`src/rtl/regfile_pkg.sv`:
```
`default_nettype none
// ============================================================================
// Module      : regfile_pkg
// Description : Shared types and defaults for the scoreboarded register file.
//               Holds the INIT/RUN controller state encoding and the default
//               register width / register count.
// Revision    : 1.0 - initial release
// ============================================================================
package regfile_pkg;

    // Controller state: INIT clears storage one word per cycle, RUN is normal use.
    typedef enum logic [0:0] {
        ST_INIT = 1'b0,
        ST_RUN  = 1'b1
    } state_e;

    localparam int DEF_DATA_W = 32;
    localparam int DEF_NREG   = 32;

endpackage : regfile_pkg
`default_nettype wire

```
`src/rtl/rf_scoreboard.sv`:
```
`default_nettype none
// ============================================================================
// Module      : rf_scoreboard
// Description : Per-register busy (pending) bit vector with one set port, one
//               clear port and two combinational lookup ports. When the set
//               and the clear hit the same register on one edge, the set
//               wins. Register 0 is never busy.
// Ports       : clk, resetn (async active-low)
//               set_en/set_addr   - mark register pending
//               clr_en/clr_addr   - mark register complete
//               look1/look2       - lookup addresses
//               busy1/busy2       - busy bit of the looked-up registers
// Revision    : 1.0 - initial release
// ============================================================================
module rf_scoreboard #(
    parameter int NREG = 32,
    parameter int AW   = $clog2(NREG)
) (
    input  logic          clk,
    input  logic          resetn,
    input  logic          set_en,
    input  logic [AW-1:0] set_addr,
    input  logic          clr_en,
    input  logic [AW-1:0] clr_addr,
    input  logic [AW-1:0] look1,
    input  logic [AW-1:0] look2,
    output logic          busy1,
    output logic          busy2
);

    logic [NREG-1:0] busy_q;
    logic [NREG-1:0] busy_d;

    always_comb begin
        busy_d = busy_q;
        // Clear first so that a coincident set overrides it.
        if (clr_en) begin
            busy_d[clr_addr] = 1'b0;
        end
        if (set_en) begin
            busy_d[set_addr] = 1'b1;
        end
        busy_d[0] = 1'b0;
    end

    always_ff @(posedge clk or negedge resetn) begin
        if (!resetn) begin
            busy_q <= '0;
        end else begin
            busy_q <= busy_d;
        end
    end

    assign busy1 = busy_q[look1];
    assign busy2 = busy_q[look2];

endmodule : rf_scoreboard
`default_nettype wire

```
`src/rtl/regfile_sb.sv`:
```
`default_nettype none
// ============================================================================
// Module      : regfile_sb
// Description : Two-read / one-write register file with byte-lane write
//               enables, a busy scoreboard, and a self-clearing INIT phase
//               that zeroes every register after reset. Register 0 reads as
//               zero and ignores writes and scoreboard sets.
// Config      : RF_BYPASS_EN - when defined, reads forward same-cycle write
//               data per byte lane and report the register as not busy
//               unless it is also being set pending that cycle.
// Ports       : clk, resetn (async active-low), init_done
//               raddr1/raddr2 -> rdata1/rdata2, rbusy1/rbusy2
//               we (per byte), waddr, wdata  - write port
//               sb_set, sb_addr              - scoreboard set port
// Revision    : 1.0 - initial release
// ============================================================================
module regfile_sb
    import regfile_pkg::*;
#(
    parameter int DATA_W = DEF_DATA_W,
    parameter int NREG   = DEF_NREG
) (
    input  logic                  clk,
    input  logic                  resetn,
    output logic                  init_done,
    input  logic [$clog2(NREG)-1:0] raddr1,
    input  logic [$clog2(NREG)-1:0] raddr2,
    output logic [DATA_W-1:0]     rdata1,
    output logic [DATA_W-1:0]     rdata2,
    output logic                  rbusy1,
    output logic                  rbusy2,
    input  logic [DATA_W/8-1:0]   we,
    input  logic [$clog2(NREG)-1:0] waddr,
    input  logic [DATA_W-1:0]     wdata,
    input  logic                  sb_set,
    input  logic [$clog2(NREG)-1:0] sb_addr
);

    localparam int AW = $clog2(NREG);
    localparam int NB = DATA_W / 8;

    state_e           state_q, state_d;
    logic [AW-1:0]    cnt_q, cnt_d;
    logic [DATA_W-1:0] rf_q [NREG];
    logic [DATA_W-1:0] rf_d [NREG];

    logic run;
    logic wr_any;
    logic busy_lu1, busy_lu2;

    assign run       = (state_q == ST_RUN);
    assign wr_any    = run && (|we);
    assign init_done = run;

    // ---------------------------------------------------------------- control
    always_comb begin
        state_d = state_q;
        cnt_d   = cnt_q;
        if (state_q == ST_INIT) begin
            cnt_d = cnt_q + 1'b1;
            if (cnt_q == AW'(NREG - 1)) begin
                state_d = ST_RUN;
            end
        end
    end

    always_ff @(posedge clk or negedge resetn) begin
        if (!resetn) begin
            state_q <= ST_INIT;
            cnt_q   <= '0;
        end else begin
            state_q <= state_d;
            cnt_q   <= cnt_d;
        end
    end

    // ---------------------------------------------------------------- storage
    // Storage has no reset; it is zeroed by the INIT sweep instead.
    always_comb begin
        for (int i = 0; i < NREG; i++) begin
            rf_d[i] = rf_q[i];
        end
        if (!run) begin
            rf_d[cnt_q] = '0;
        end else if (waddr != '0) begin
            for (int b = 0; b < NB; b++) begin
                if (we[b]) begin
                    rf_d[waddr][b*8 +: 8] = wdata[b*8 +: 8];
                end
            end
        end
    end

    always_ff @(posedge clk) begin
        for (int i = 0; i < NREG; i++) begin
            rf_q[i] <= rf_d[i];
        end
    end

    // -------------------------------------------------------------- scoreboard
    rf_scoreboard #(
        .NREG (NREG),
        .AW   (AW)
    ) u_sb (
        .clk      (clk),
        .resetn   (resetn),
        .set_en   (run && sb_set),
        .set_addr (sb_addr),
        .clr_en   (wr_any),
        .clr_addr (waddr),
        .look1    (raddr1),
        .look2    (raddr2),
        .busy1    (busy_lu1),
        .busy2    (busy_lu2)
    );

    // ------------------------------------------------------------------ reads
    logic [AW-1:0]     ra   [2];
    logic              blu  [2];
    logic [DATA_W-1:0] rd   [2];
    logic              rb   [2];

    always_comb begin
        ra[0]  = raddr1;
        ra[1]  = raddr2;
        blu[0] = busy_lu1;
        blu[1] = busy_lu2;
        for (int p = 0; p < 2; p++) begin
            rd[p] = '0;
            rb[p] = 1'b0;
            if (run && (ra[p] != '0)) begin
                rd[p] = rf_q[ra[p]];
                rb[p] = blu[p];
`ifdef RF_BYPASS_EN
                // Forward written lanes; a completing write makes the register
                // look free unless it is re-marked pending on the same edge.
                if (wr_any && (waddr == ra[p])) begin
                    for (int b = 0; b < NB; b++) begin
                        if (we[b]) begin
                            rd[p][b*8 +: 8] = wdata[b*8 +: 8];
                        end
                    end
                    rb[p] = sb_set && (sb_addr == ra[p]);
                end
`endif
            end
        end
    end

    assign rdata1 = rd[0];
    assign rdata2 = rd[1];
    assign rbusy1 = rb[0];
    assign rbusy2 = rb[1];

endmodule : regfile_sb
`default_nettype wire

```
`config.mk`:
```
export PLATFORM = sky130hd
export DESIGN_NAME = regfile_sb
export DESIGN_NICKNAME = d
export VERILOG_FILES = /design/src/rtl/regfile_pkg.sv /design/src/rtl/rf_scoreboard.sv /design/src/rtl/regfile_sb.sv
export SDC_FILE = /design/constraint.sdc
export NUM_CORES = 2
export LEC_CHECK = 0
export BUFFER_PORTS_ARGS = -buffer_cell sky130_fd_sc_hd__buf_2
export CAP_MARGIN = 40
export CORE_MARGIN = 10
export CORE_UTILIZATION = 45
export DETAILED_ROUTE_END_ITERATION = 10
export PLACE_DENSITY = 0.71
export SLEW_MARGIN = 20
export SYNTH_ARGS = -nofsm -noshare
export SYNTH_HDL_FRONTEND = slang
export SYNTH_HIERARCHICAL = 1
export SYNTH_SLANG_ARGS = --single-unit
```
`constraint.sdc`:
```
create_clock -name clk -period 2.85 [get_ports clk]
set_input_delay 0.285 -clock clk [delete_from_list [all_inputs] [get_ports clk]]
set_output_delay 0.285 -clock clk [all_outputs]
set_load 0.01 [all_outputs]
```
==> flow_metrics.py <==
metrics = {
    "min_path": {
        "worstHoldPathType": "in -> async",
    },
    "grt": {
        "grt_max_degree": 51,
        "overflow": 0,
        "grtUsageTotal": 0.3228,
        "grt_pass1_vias": 51180,
        "antenna_found_initial": 6,
        "grt_pass1_wl_um": 362000,
    },
    "yosys": {
        "synth_cell_types": 44,
        "seq_area_frac_synth": 0.5205,
        "synth_top_area_share": 0.5053,
        "synthXorXnorAreaFrac": 0.0004317,
        "synth_largest_area_cell": "edfxtp_1",
        "syn-num-nets": 5610,
        "yosysMostFrequentCell": "nand2_1",
        "syn_inst": 5546,
        "ys_warn_count": 6,
        "async_flop_share": 0.03487,
        "synthSimpleGateAreaFrac": 0.09687,
        "muxShareOfSynthArea": 0.1830,
        "synth_common_cells": "nand2_1 (1085), edfxtp_1 (1024), o21ai_1 (875)",
        "synth-edff-count": 1024,
        "synthAdderAreaFrac": 0.001028,
        "syn_area_per_cell_um2": 10.97,
        "synth_compound_area_frac": 0.1577,
        "synth_top_family_by_area": "multiplexers",
        "ys_ff_latch": 1061,
        "synth_area_um2": 60860,
        "synthTopCellsByArea": "edfxtp_1 (51%), mux2i_1 (9.9%), mux4_2 (8.4%)",
        "synthFlopType": "edfxtp_1",
    },
    "critical_path": {
        "arrival_ps": 3140,
        "critPathKind": "reg -> out",
        "start_kind": "flip-flop",
        "critPathCaptureType": "primary output",
        "r2r_slack_ps": 130,
        "cp-startpoint": "init_done",
        "crit_fanout": 9,
        "rr_startpoint": "init_done",
        "cp.required_ps": 2570,
    },
    "drt": {
        "viasPerCell": 6.979,
        "drc_errors": 0,
        "antenna_left": 0,
        "first_pass_iters": 9,
        "wirelength_um": 256600,
        "drt_iter0_markers": 9155,
        "via_count": 54010,
        "avgRoutedWirePerCell_um": 33.15,
    },
    "die": {
        "core-area_um2": 134000,
        "die_h_um": 387.8,
        "num_rows": 134,
        "die_w_um": 387.8,
        "initial_utilization": 0.4543,
        "boundaryPins": 126,
        "dieArea_um2": 150400,
    },
    "pwr": {
        "p_per_area_nw_per_um2": 496.6,
        "power.total_mw": 36.61,
        "ir_worst_vdd_v": 0.0004709,
        "p_leak_nw": 22.53,
    },
    "clocking": {
        "cts_tree": "built",
        "htree_levels": 3,
        "clkLatencyLatePin_ps": 790,
        "cts_sinks": 1061,
        "clockRootBuffer": "clkbuf_16",
        "cts_buffers": 113,
        "clock_path_buffers": 3,
        "clkTransAtPathRegs_ps": 60,
    },
    "timing": {
        "finalHoldViolCount": 0,
        "tightest_slew_ps": 895.7,
        "fin_crit_sh": 1.200,
        "postLayoutSetupSlackWorst_ps": -570.7,
        "slew-limit-headroom": 0.4029,
        "rsz0062_at_grt": "true",
        "setup_violations": 64,
        "fmax_ghz": 0.2923,
        "final.min_clock_period_ps": 3421,
        "drv_slew": 0,
        "skew_ps": 44.63,
        "whs_ps": 122.0,
        "setup-tns-final_ps": -22730,
    },
    "layout": {
        "drive_above_1_share": 0.2251,
        "final_cells": 7739,
        "syn2layout_area_growth_pct": 21.12,
        "nets": 5935,
    },
    "placement": {
        "dp_cells": 7392,
        "dp_slack_ps": -267.1,
        "hpwl_um": 176300,
        "portBuffers": 125,
        "gp_congestion": 1.050,
    },
    "status": {
        "violations": "negative setup slack",
        "status": "finished with violations",
    },
    "run": {
        "maxCapViolCount": 0,
    },
}
-- per-stage QoR --
step | util | cell area, um^2
after floorplan | - | 60860
after CTS | 0.5394 | 72260
after global placement | 0.4946 | 66260
after global routing | 0.5502 | 73710
after detailed placement | 0.5013 | 67160
final | 0.5503 | 73720
-- path summary, 6_finish.rpt --
kind                                    to  depth (start not counted)
setup / recovery                rdata2[20]                          8
max in group asynchronous  u_sb/busy_q[22]                          3
hold / removal             u_sb/busy_q[27]                          2
min in group clk            u_sb/busy_q[7]                          3
hold reg to reg            u_sb/busy_q[12]                          2
setup reg to reg               rf_q[1][14]                         10
-- layer usage --
layer,global-route usage,vias up,routed length (um)
li1,-,21800,-
met1,0.4028,26130,87230
met4,0.2506,2,23730
met3,0.08656,1020,36680
met2,0.4740,5058,108900
met5,0,-,7
-- timing repair --
action,CTS,global route
hold endpoints to repair,92,0
setup buffers,23,36
pin swaps,52,66
endpoints found under the setup margin,64,64
gates cloned,3,6
gates resized for setup,137,151
hold buffers,41,0
-- area by class of cell --
class                           instances  area [um^2]
Fill cell                           10970        60250
Sequential cell                      1061        31680
Multi-Input combinational cell       3919        28480
Timing Repair Buffer                  765         7594
Clock buffer                          134         2949
Tap cell                             1768         2212
Clock inverter                         77        754.5
Inverter                               11        41.29
Antenna cell                            4        10.01
-- power breakdown --
group | internal [mW] | switching (mW) | leakage, nW | total (mW)
clock network | 8.56 | 6.71 | 1.81 | 15.3
registers | 17.1 | 0.174 | 7.64 | 17.3
logic | 1.43 | 2.64 | 13.1 | 4.07
total | 27.1 | 9.52 | 22.5 | 36.6
-- cell usage in the layout (no fill, tap or decap), types with 23 or more instances in the layout --
master | Yosys | layout
nand3_1 | 203 | 114
a22oi_1 | 324 | 282
buf_6 | 10 | 37
a221o_1 | 44 | 44
buf_4 | 28 | 418
nand4_1 | 23 | 23
clkinv_1 | 0 | 25
buf_12 | 0 | 111
buf_2 | 126 | 104
o21ai_0 | 183 | 183
mux4_2 | 226 | 226
edfxtp_1 | 1024 | 1024
nand3_4 | 0 | 40
a22o_1 | 32 | 32
a21oi_1 | 168 | 140
dfrtp_1 | 37 | 36
dlygate4sd3_1 | 0 | 41
nand3_2 | 0 | 49
o21ai_1 | 875 | 871
a22oi_2 | 0 | 42
mux2i_1 | 602 | 602
nand2_1 | 1085 | 1084
clkinv_2 | 0 | 24
clkbuf_16 | 0 | 119
-- worst max-delay path, stage by stage, from the launching register on --
cell and delay [ps]:
dfrtp_4 500, nor3b_4 200, nor3b_4 170, buf_6 160
bufbuf_16 300, a22oi_2 340, nand3_1 170, a221o_1 370
buf_6 160
-- flip-flops by register name, indices dropped and copies added, names as in the netlist --
name / count
cnt_q: 5
init_done: 1
rf_q: 1024
u_sb/busy_q: 31
-- cells by family after synthesis --
logic type / after synthesis
xor gates and xnor gates: 3
AOI/OAI and AO/OA: 1666
DFF: 1061
muxes: 830
buffers and inverters: 566
and+or+nand+nor: 1415
adders and majority gates: 5
(Power assumes the default switching activity.)
